`config.mk`:
```
export PLATFORM = sky130hd
export DESIGN_NAME = count_display_driver
export DESIGN_NICKNAME = d
export VERILOG_FILES = /design/src/rtl/count_display_driver_pkg.sv /design/src/rtl/count_display_driver_bin2bcd.sv /design/src/rtl/count_display_driver.sv
export SDC_FILE = /design/constraint.sdc
export NUM_CORES = 1
export LEC_CHECK = 0
export BUFFER_PORTS_ARGS = -buffer_cell sky130_fd_sc_hd__buf_2
export CAP_MARGIN = 20
export CORE_UTILIZATION = 59
export DETAILED_ROUTE_END_ITERATION = 8
export MAX_ROUTING_LAYER = met4
export PLACE_DENSITY = 0.81
export SLEW_MARGIN = 20
export SYNTH_ARGS = -nofsm -noshare
export SYNTH_HDL_FRONTEND = slang
export SYNTH_SLANG_ARGS = --single-unit
```
`constraint.sdc`:
```
create_clock -name clk -period 3.8 [get_ports clk]
set_clock_uncertainty 0.15 [all_clocks]
set_input_delay 0.38 -clock clk [delete_from_list [all_inputs] [get_ports clk]]
set_output_delay 0.38 -clock clk [all_outputs]
set_load 0.1 [all_outputs]
```
`src/rtl/count_display_driver_pkg.sv`:
```
// count_disp_pkg: shared types and constants for the count display driver.
//   conv_state_t : converter FSM states (IDLE, SHIFT, DONE)
//   SEG_DIGIT    : active-low {g,f,e,d,c,b,a} codes for digits 0..9
//   SEG_OFF      : all segments dark
//   AN_OFF       : all anodes dark
//   BCD_W        : width of the 3-digit BCD result
//   SHIFTS       : shifts per conversion (one per input bit)
//   seg_encode() : BCD nibble -> segment code; non-BCD nibbles go dark
package count_disp_pkg;

   typedef enum logic [1:0] {IDLE, SHIFT, DONE} conv_state_t;

   localparam int BCD_W  = 12;
   localparam int SHIFTS = 8;

   localparam logic [6:0] SEG_OFF = 7'h7F;
   localparam logic [3:0] AN_OFF  = 4'hF;

   localparam logic [6:0] SEG_DIGIT [0:9] = '{
      7'h40, 7'h79, 7'h24, 7'h30, 7'h19,
      7'h12, 7'h02, 7'h78, 7'h00, 7'h10
   };

   function automatic logic [6:0] seg_encode(input logic [3:0] d);
      logic [6:0] r;
      r = SEG_OFF;
      for (int i = 0; i < 10; i++)
         if (d == 4'(i)) r = SEG_DIGIT[i];
      return r;
   endfunction

endpackage

```
`src/rtl/count_display_driver_bin2bcd.sv`:
```
// bin2bcd_seq: sequential shift-add-3 (double-dabble) binary to BCD converter.
//   clk, rst : clock, synchronous active-high reset
//   start    : sampled in IDLE; captures bin and begins a conversion
//   bin      : 8-bit unsigned input
//   busy     : high whenever the FSM is not in IDLE
//   bcd      : {hund,tens,ones} of the last completed conversion
//   done     : one-cycle pulse, coincident with the first cycle bcd shows a new result
module bin2bcd_seq
   import count_disp_pkg::*;
(
   input  logic             clk,
   input  logic             rst,
   input  logic             start,
   input  logic [7:0]       bin,
   output logic             busy,
   output logic [BCD_W-1:0] bcd,
   output logic             done
);

   conv_state_t      state, state_nxt;
   logic [7:0]       src;
   logic [BCD_W-1:0] scratch;
   logic [3:0]       iter;
   logic [BCD_W-1:0] adj;
   logic [BCD_W+7:0] shifted;

   // Add 3 to any nibble >= 5 so it carries correctly into the next digit
   // after the doubling shift. 255 -> 0x255, so 12 bits never overflow.
   always_comb begin
      adj = scratch;
      for (int n = 0; n < BCD_W / 4; n++)
         if (scratch[n*4 +: 4] >= 4'd5) adj[n*4 +: 4] = scratch[n*4 +: 4] + 4'd3;
      shifted = {adj[BCD_W-2:0], src, 1'b0};
   end

   always_comb begin
      state_nxt = state;
      case (state)
         IDLE:    if (start) state_nxt = SHIFT;
         SHIFT:   if (iter == 4'(SHIFTS - 1)) state_nxt = DONE;
         DONE:    state_nxt = IDLE;
         default: state_nxt = IDLE;
      endcase
   end

   always_ff @(posedge clk) begin
      if (rst) begin
         state   <= IDLE;
         src     <= '0;
         scratch <= '0;
         iter    <= '0;
         bcd     <= '0;
         done    <= 1'b0;
      end else begin
         state <= state_nxt;
         done  <= 1'b0;
         case (state)
            IDLE: if (start) begin
               src     <= bin;
               scratch <= '0;
               iter    <= '0;
            end
            SHIFT: begin
               {scratch, src} <= shifted;
               iter           <= iter + 4'd1;
            end
            DONE: begin
               bcd  <= scratch;
               done <= 1'b1;
            end
            default: ;
         endcase
      end
   end

   assign busy = (state != IDLE);

endmodule

```
`src/rtl/count_display_driver.sv`:
```
// count_display_driver: converts the 8-bit counter value to BCD and scans it
// onto a 4-digit common-anode 7-segment display.
//   clk, rst  : clock, synchronous active-high reset
//   count     : unsigned value from the counter
//   seg       : {g,f,e,d,c,b,a}, active low
//   an        : digit anodes, active low; an[0]=ones, an[1]=tens, an[2]=hundreds
//   bcd       : {hund,tens,ones}, last completed conversion
//   conv_done : one-cycle pulse when bcd updates
// Parameters: CLK_DIV clocks per scan slot (>= 2); BLANK_LZ blanks leading zeros.
module count_display_driver
   import count_disp_pkg::*;
#(
   parameter int CLK_DIV  = 100000,
   parameter bit BLANK_LZ = 1'b1
) (
   input  logic             clk,
   input  logic             rst,
   input  logic [7:0]       count,
   output logic [6:0]       seg,
   output logic [3:0]       an,
   output logic [BCD_W-1:0] bcd,
   output logic             conv_done
);

   localparam int            PW   = $clog2(CLK_DIV);
   localparam logic [PW-1:0] LAST = PW'(CLK_DIV - 1);

   logic [7:0]    shadow;
   logic          shadow_valid;
   logic          busy, start;
   logic [PW-1:0] presc;
   logic          tick;
   logic [1:0]    idx;
   logic [3:0]    digit;
   logic          lit;
   logic [6:0]    seg_nxt;
   logic [3:0]    an_nxt;

   // Only look for a new value while the converter is idle, so a value that
   // changes mid-conversion is picked up afterwards and bcd never tears.
   assign start = !busy && (!shadow_valid || count != shadow);

   // The shadow is only compared while idle, and the converter is never idle
   // between acceptance and completion, so marking it valid on acceptance is
   // indistinguishable from marking it on completion.
   always_ff @(posedge clk) begin
      if (rst) begin
         shadow       <= '0;
         shadow_valid <= 1'b0;
      end else if (start) begin
         shadow       <= count;
         shadow_valid <= 1'b1;
      end
   end

   bin2bcd_seq u_conv (
      .clk   (clk),
      .rst   (rst),
      .start (start),
      .bin   (count),
      .busy  (busy),
      .bcd   (bcd),
      .done  (conv_done)
   );

   assign tick = (presc == LAST);

   always_ff @(posedge clk) begin
      if (rst) begin
         presc <= '0;
         idx   <= '0;
      end else begin
         presc <= tick ? '0 : presc + 1'b1;
         if (tick) idx <= idx + 2'd1;
      end
   end

   always_comb begin
      digit   = 4'd0;
      lit     = 1'b0;
      an_nxt  = AN_OFF;
      seg_nxt = SEG_OFF;
      case (idx)
         2'd0: begin
            digit = bcd[3:0];
            lit   = 1'b1;
         end
         2'd1: begin
            digit = bcd[7:4];
            lit   = !(BLANK_LZ && bcd[11:8] == 4'd0 && bcd[7:4] == 4'd0);
         end
         2'd2: begin
            digit = bcd[11:8];
            lit   = !(BLANK_LZ && bcd[11:8] == 4'd0);
         end
         default: lit = 1'b0;
      endcase
      if (lit) begin
         an_nxt  = ~(4'b0001 << idx);
         seg_nxt = seg_encode(digit);
      end
   end

   always_ff @(posedge clk) begin
      if (rst) begin
         seg <= SEG_OFF;
         an  <= AN_OFF;
      end else begin
         seg <= seg_nxt;
         an  <= an_nxt;
      end
   end

endmodule

```
Yosys cells after proc, flatten, opt, wreduce, memory -nomap -nowiden
Index checks and enable logic that the tools add are counted.

cells by class
  add/sub/neg operators = 6
  $lt $le $gt $ge = 3
  eq/ne operators = 18
  shift operators = 1
  muxes and demuxes = 25
  bitwise gates (word level) = 2
  reductions and logical operators = 19

operators by type and width
  cell                     number
  $mux W7                  9
  $pmux W12 S2             1
  $eq A4 B3 Y1 const B     5
  $add A17 B1 Y17 const B  1
  $eq A17 B17 Y1 const B   1
  $pmux W8 S2              1
  $ge A4 B3 Y1 const B     3
  $logic_not A4 Y1         3
  $mux W12                 1
  $mux W4                  3
  $pmux W4 S3              1
  $add A4 B2 Y4 const B    2
  $eq A4 B2 Y1 const B     2
  $eq A4 B4 Y1 const B     2
  $mux W8                  1
  $ne A8 B8 Y1             1
  $pmux W4 S2              1
  $mux W6                  1
  $add A4 B1 Y4 const B    1
  $eq A2 B1 Y1 const B     2
  $eq A2 B2 Y1 const B     2
  $eq A4 B1 Y1 const B     1
  $logic_not A1 Y1         4
  $logic_not A2 Y1         2
  other kinds (18)         23

storage, ports and cells
  register bits = 78
  output and inout port bits = 24
  word-level logic and storage cells = 87

Longest topological paths before layout
  depth in word-level cells = 13
  depth in mapped cells = 9
  depth with buffers taken out = 7

Cells and area by module
A second synthesis with hierarchy kept.

unflattened totals
  cell total of the unflattened synthesis = 419
  area, all modules = 3598.5 um^2

modules (own cells, without submodules)
  module                instances  cells each  area an instance (um^2)
  count_display_driver  1          206         1851.8
  bin2bcd_seq           1          213         1746.7

Worst setup path after synthesis
Ideal clock, no wire load.

  path kind = flip-flop to flip-flop
  from = register u_conv.bcd[4]
  to = register seg[3]
  library setup time = 123 ps
  arrival time = 2224 ps
  setup slack = 1303 ps
  stages on the path, launching flop included = 6
  cells stage by stage = dfxtp_1 or4_1 a21oi_1 a211oi_1 nor3b_2 o21ai_1

on the way
  cells in the longest elaborated chain, start to end = 12

ends and longest elaborated chain
  what                      RTL line                            source
  start: declaration        count_display_driver_bin2bcd.sv:16  output logic [BCD_W-1:0] bcd,
  start signal: assignment  count_display_driver_bin2bcd.sv:68  bcd <= scratch;
  $pmux W4 S3               count_display_driver.sv:83          case (idx)
  $logic_not A4 Y1          count_display_driver_pkg.sv:28      if (d == 4'(i)) r = SEG_DIGIT[i];
  $mux W6                   count_display_driver_pkg.sv:28
  $mux W7 (9 in series)     count_display_driver_pkg.sv:28
  end signal: assignment    count_display_driver.sv:109         seg <= seg_nxt;
  end: declaration          count_display_driver.sv:19          output logic [6:0] seg,

Several ways; a longest one is shown, not always the timed one.
A chain may end at the register's enable or synchronous reset.

Worst setup path after layout
  from = register idx[0]
  to = register seg[4]

on the way
  cells in the longest elaborated chain, start to end = 12

ends and longest elaborated chain
  what                                        RTL line                        source
  start: declaration                          count_display_driver.sv:33      logic [1:0] idx;
  start signal: assignment                    count_display_driver.sv:74      if (tick) idx <= idx + 2'd1;
  $eq A2 B2 Y1, or another cell as far along  count_display_driver.sv:83
  $pmux W4 S3                                 count_display_driver.sv:83
  $logic_not A4 Y1                            count_display_driver_pkg.sv:28
  $mux W6                                     count_display_driver_pkg.sv:28
  $mux W7 (8 in series)                       count_display_driver_pkg.sv:28

Several ways; a longest one is shown, not always the timed one.

==> metrics.txt <==
# TYPE chip_impl_metric gauge
chip_impl_info{name="synth_top_family_by_area",value="simple AND/OR/NAND/NOR gates"} 1
chip_impl_metric{name="syn_area_per_cell",unit="µm²"} 8.543
chip_impl_metric{name="ys_seq_area_frac",unit=""} 0.4426
chip_impl_metric{name="layout-drive-gt1-share",unit=""} 0.1371
chip_impl_metric{name="detail_route.iter0.violations",unit=""} 142
chip_impl_metric{name="power_switching",unit="W"} 0.0004282
chip_impl_metric{name="synth-compound-area-share",unit=""} 0.1496
chip_impl_metric{name="p_comb_frac",unit=""} 0.078
chip_impl_metric{name="post_synth_num_cell_types",unit=""} 45
chip_impl_metric{name="postSynthCellCount",unit=""} 413
chip_impl_metric{name="ys_warn_count",unit=""} 0
chip_impl_metric{name="die_height",unit="µm"} 79.33
chip_impl_metric{name="synth.mux.area_fraction",unit=""} 0.02270
chip_impl_metric{name="final_period_minus_worst_setup_slack",unit="ps"} 2549
chip_impl_metric{name="remaining_max_slew_budget_at_the_tightest_pin",unit=""} 0.3118
chip_impl_metric{name="synth-xor-area-share",unit=""} 0.07199
chip_impl_metric{name="ioPinCount",unit=""} 34
chip_impl_metric{name="route.antenna.remaining_nets",unit=""} 0
chip_impl_metric{name="cts_hold_buffers",unit=""} 0
chip_impl_metric{name="syn-num-nets",unit=""} 436
chip_impl_info{name="run_status",value="completed"} 1
chip_impl_metric{name="post_synth_and_or_nand_nor_area_fraction",unit=""} 0.2280
chip_impl_metric{name="total_power",unit="W"} 0.001751
chip_impl_info{name="tritoncts",value="built"} 1
chip_impl_metric{name="worst-slew-pin-transition",unit="ps"} 1032
chip_impl_metric{name="cts.path.max_buffers",unit=""} 2
chip_impl_metric{name="intPower",unit="W"} 0.001323
chip_impl_metric{name="maxClockFrequency",unit="GHz"} 0.3924
chip_impl_metric{name="vias",unit=""} 2984
chip_impl_metric{name="arrival",unit="ps"} 2620
chip_impl_metric{name="placed_area",unit="mm²"} 0.003710
chip_impl_metric{name="final_design_area_no_fill",unit="mm²"} 0.003955
chip_impl_metric{name="cap_viol_max_count",unit=""} 0
chip_impl_metric{name="synthArstFlopShare",unit=""} 0
chip_impl_info{name="min_delay_path_class",value="in2reg"} 1
chip_impl_metric{name="ys_seq_elements",unit=""} 78
chip_impl_metric{name="cts_htree_levels",unit=""} 3
chip_impl_metric{name="worstSkewPairLatency",unit="ps"} 350
chip_impl_info{name="criticalPathCategory",value="reg2reg"} 1
chip_impl_metric{name="grt_antenna_before_repair",unit=""} 0
chip_impl_metric{name="layout-area-overhead-vs-synth",unit="%"} 12.09
chip_impl_metric{name="power-per-cell-area",unit="mW/mm²"} 442.7
chip_impl_metric{name="global_route.overflow_total",unit=""} 0
chip_impl_metric{name="synth_enable_flop_cells",unit=""} 0
chip_impl_info{name="slowest_stage",value="sky130_fd_sc_hd__a222oi_1"} 1
chip_impl_metric{name="synth_adder_area_share",unit=""} 0.04610
chip_impl_metric{name="rows",unit=""} 27
chip_impl_info{name="cp_endpoint_kind",value="register"} 1
chip_impl_metric{name="design.die.area",unit="mm²"} 0.006293
chip_impl_metric{name="worstPathRequired",unit="ps"} 3880
chip_impl_metric{name="post-route-drc-count",unit=""} 0
chip_impl_metric{name="clock_pin_slew_of_the_registers_on_the_worst_case_setup_and_hold_paths",unit="ps"} 90
chip_impl_metric{name="vias_per_cell",unit=""} 5.772
chip_impl_metric{name="grt_pass1_wl",unit="µm"} 12140
chip_impl_metric{name="die_width",unit="µm"} 79.33
chip_impl_info{name="rsz_0062_raised_after_global_routing",value="false"} 1
chip_impl_info{name="setup.worst_path.start_class",value="register"} 1
chip_impl_metric{name="grtUsageTotal",unit=""} 0.2544
chip_impl_metric{name="core-area",unit="mm²"} 0.005642
chip_impl_metric{name="post-dp-hpwl",unit="µm"} 4591
chip_impl_metric{name="timing.final.max_slew_violations",unit=""} 0
chip_impl_metric{name="initial_core_util",unit=""} 0.6254
chip_impl_metric{name="p_sw_frac",unit=""} 0.2446
chip_impl_metric{name="wl_per_cell",unit="µm"} 13.91
chip_impl_metric{name="setup_viol",unit=""} 0
chip_impl_info{name="timing.critical_path.cells",value="inv_1, ha_1, a222oi_1, and2_1, a21oi_1, nor2b_1, o21ai_0"} 1
chip_impl_metric{name="ctsResizeCount",unit=""} 0
chip_impl_metric{name="totalNegativeSetupSlack",unit="ps"} 0
chip_impl_metric{name="io_buffers",unit=""} 33
chip_impl_metric{name="route.final.wire_length",unit="µm"} 7189
chip_impl_metric{name="place_ws",unit="ps"} 1301
chip_impl_metric{name="vdd.ir_drop.worst",unit="µV"} 238.9
chip_impl_metric{name="seq_power_share",unit=""} 0.489
chip_impl_metric{name="cts.sinks",unit=""} 78
chip_impl_metric{name="crit_path_largest_cell_delay",unit="ps"} 800
chip_impl_metric{name="clock_power_share",unit=""} 0.432
chip_impl_metric{name="drtPass1Iterations",unit=""} 6
chip_impl_metric{name="cts_post_setup_buffers_inserted",unit=""} 0
chip_impl_metric{name="final_weighted_congestion_of_routability_driven_global_placement",unit=""} 0.8593
chip_impl_metric{name="tritoncts.num_buffers",unit=""} 9
chip_impl_metric{name="timing.final.hold_violations",unit=""} 0
chip_impl_metric{name="layout.nets",unit=""} 463
chip_impl_info{name="critical-path-top-delay-family",value="compound AO/OA/AOI/OAI gates"} 1
chip_impl_metric{name="setup_slack",unit="ps"} 1251
chip_impl_metric{name="final.period_utilization",unit=""} 0.6707
chip_impl_metric{name="antenna_cells_inserted",unit=""} 0
chip_impl_metric{name="synthesis.area",unit="mm²"} 0.003528
chip_impl_metric{name="grt_max_degree",unit=""} 55
chip_impl_metric{name="bufs_and_invs_on_worst_path",unit=""} 1
chip_impl_info{name="clock_tree.root_cell",value="sky130_fd_sc_hd__clkbuf_8"} 1
chip_impl_info{name="synth_top_flop_cell",value="sky130_fd_sc_hd__dfxtp_1"} 1
chip_impl_metric{name="critical_path_peak_fanout",unit=""} 7
chip_impl_metric{name="total_leakage_power",unit="nW"} 1.569
chip_impl_metric{name="via_count_of_the_first_global_routing_pass",unit=""} 2745
-- tightest hold or removal path: stages --
cell	delay, ps
sky130_fd_sc_hd__buf_2	120
sky130_fd_sc_hd__nand2_1	50
sky130_fd_sc_hd__a21oi_1	50
-- registers in the layout, summed over array words and instances (netlist names) --
name / flops
shadow: 8
u_conv.iter: 4
u_conv.bcd: 12
presc: 17
an: 4
u_conv.scratch: 12
u_conv.done: 1
u_conv.src: 8
seg: 7
idx: 2
shadow_valid: 1
u_conv.state: 2
-- worst paths after layout --
path | startpoint | endpoint | slack [ps] | cells past startpoint
max | idx[0]$_SDFFE_PP0P_ | seg[4]$_SDFF_PP1_ | 1250 | 7
min | count[5] | shadow[5]$_SDFFE_PP0P_ | 160 | 3
max reg2reg | idx[0]$_SDFFE_PP0P_ | seg[4]$_SDFF_PP1_ | 1250 | 7
min reg2reg | u_conv.src[7]$_SDFFE_PP0P_ | u_conv.src[7]$_SDFFE_PP0P_ | 310 | 2
-- cells in the mapped netlist, types with 2 or more instances --
cell type	number	share of area
sky130_fd_sc_hd__nand3b_1	6	0.013
sky130_fd_sc_hd__or2_2	2	0.0035
sky130_fd_sc_hd__nand2b_1	4	0.0071
sky130_fd_sc_hd__a32oi_1	2	0.0050
sky130_fd_sc_hd__a22oi_1	2	0.0043
sky130_fd_sc_hd__and2_1	2	0.0035
sky130_fd_sc_hd__o21ai_1	2	0.0028
sky130_fd_sc_hd__nor2b_1	2	0.0035
sky130_fd_sc_hd__a21oi_1	34	0.048
sky130_fd_sc_hd__a222oi_1	4	0.011
sky130_fd_sc_hd__nor3_2	2	0.0057
sky130_fd_sc_hd__mux2i_1	8	0.023
sky130_fd_sc_hd__o22ai_1	11	0.020
sky130_fd_sc_hd__clkbuf_1	15	0.016
sky130_fd_sc_hd__or3_1	7	0.012
sky130_fd_sc_hd__nor2_1	53	0.056
sky130_fd_sc_hd__and4_1	2	0.0050
sky130_fd_sc_hd__a221oi_1	5	0.012
sky130_fd_sc_hd__buf_2	2	0.0028
sky130_fd_sc_hd__or4_1	2	0.0043
sky130_fd_sc_hd__nand3_1	8	0.011
sky130_fd_sc_hd__buf_6	2	0.0064
sky130_fd_sc_hd__o21ai_0	17	0.024
sky130_fd_sc_hd__ha_1	13	0.046
sky130_fd_sc_hd__dfxtp_1	78	0.44
sky130_fd_sc_hd__nor3b_1	2	0.0043
sky130_fd_sc_hd__nand4_1	5	0.0089
sky130_fd_sc_hd__xor2_1	15	0.037
sky130_fd_sc_hd__nor3_1	6	0.0085
sky130_fd_sc_hd__inv_1	11	0.012
sky130_fd_sc_hd__xnor2_1	14	0.035
sky130_fd_sc_hd__nand2_1	59	0.063
sky130_fd_sc_hd__and3_1	4	0.0071
-- cell type report --
cell class	count	area, µm²
fillers	434	1687
clock inverters	7	121.4
repair buffers	36	187.7
inverters	11	41.29
multi-input cells	304	1829
flip-flops and latches	78	1562
well taps	72	90.09
clock buffers	9	123.9
-- cell usage in the layout (no fill, tap or decap), types with 5 or more instances in the layout --
| cell type | instances |
|---|---|
| sky130_fd_sc_hd__ha_1 | 13 |
| sky130_fd_sc_hd__nor2_1 | 53 |
| sky130_fd_sc_hd__a21oi_1 | 34 |
| sky130_fd_sc_hd__nand3b_1 | 6 |
| sky130_fd_sc_hd__a221oi_1 | 5 |
| sky130_fd_sc_hd__mux2i_1 | 8 |
| sky130_fd_sc_hd__inv_1 | 11 |
| sky130_fd_sc_hd__xor2_1 | 15 |
| sky130_fd_sc_hd__xnor2_1 | 14 |
| sky130_fd_sc_hd__buf_2 | 33 |
| sky130_fd_sc_hd__nand3_1 | 8 |
| sky130_fd_sc_hd__nand2_1 | 59 |
| sky130_fd_sc_hd__clkbuf_8 | 9 |
| sky130_fd_sc_hd__o22ai_1 | 11 |
| sky130_fd_sc_hd__or3_1 | 7 |
| sky130_fd_sc_hd__nor3_1 | 6 |
| sky130_fd_sc_hd__o21ai_0 | 17 |
| sky130_fd_sc_hd__nand4_1 | 5 |
| sky130_fd_sc_hd__dfxtp_1 | 78 |
-- per-layer routing --
layer  vias up  GRT usage  wire, µm
li1       1484          -         -
met1      1385     0.3122      3317
met2       102     0.4043      3414
met3        13    0.05402       349
met4         0     0.1091       108
met5         -          -         0
-- metrics by stage --
step / hold WS (ps) / utilization / cells
detailed placement: 301.1 / 0.6576 / 501
floorplan: 262.9 / - / 413
global placement: 273.1 / 0.6576 / 501
finish: 160.4 / 0.7010 / 517
global route: 170.8 / 0.7010 / 517
CTS: 151.3 / 0.7010 / 517
-- power by group through the flow --
stage	registers (W)	clock network, W	logic [W]
CTS	0.000856	0.000760	0.000137
global placement	0.000874	0	0.000132
finish	0.000857	0.000757	0.000137
floorplan	0.000900	0	0.0000807
global route	0.000860	0.000802	0.000149
detailed placement	0.000875	0	0.000135
-- cell families (layout without fill, tap and decap cells) --
group / after synthesis / count (layout)
AO/OA/AOI/OAI: 84 / 84
XOR/XNOR: 29 / 29
adder cells (fa/ha/maj): 13 / 13
buffers and inverters: 31 / 63
flip-flops: 78 / 78
multiplexers: 8 / 8
AND/OR/NAND/NOR: 170 / 170
No activity file was read; power rests on OpenSTA's default activity.
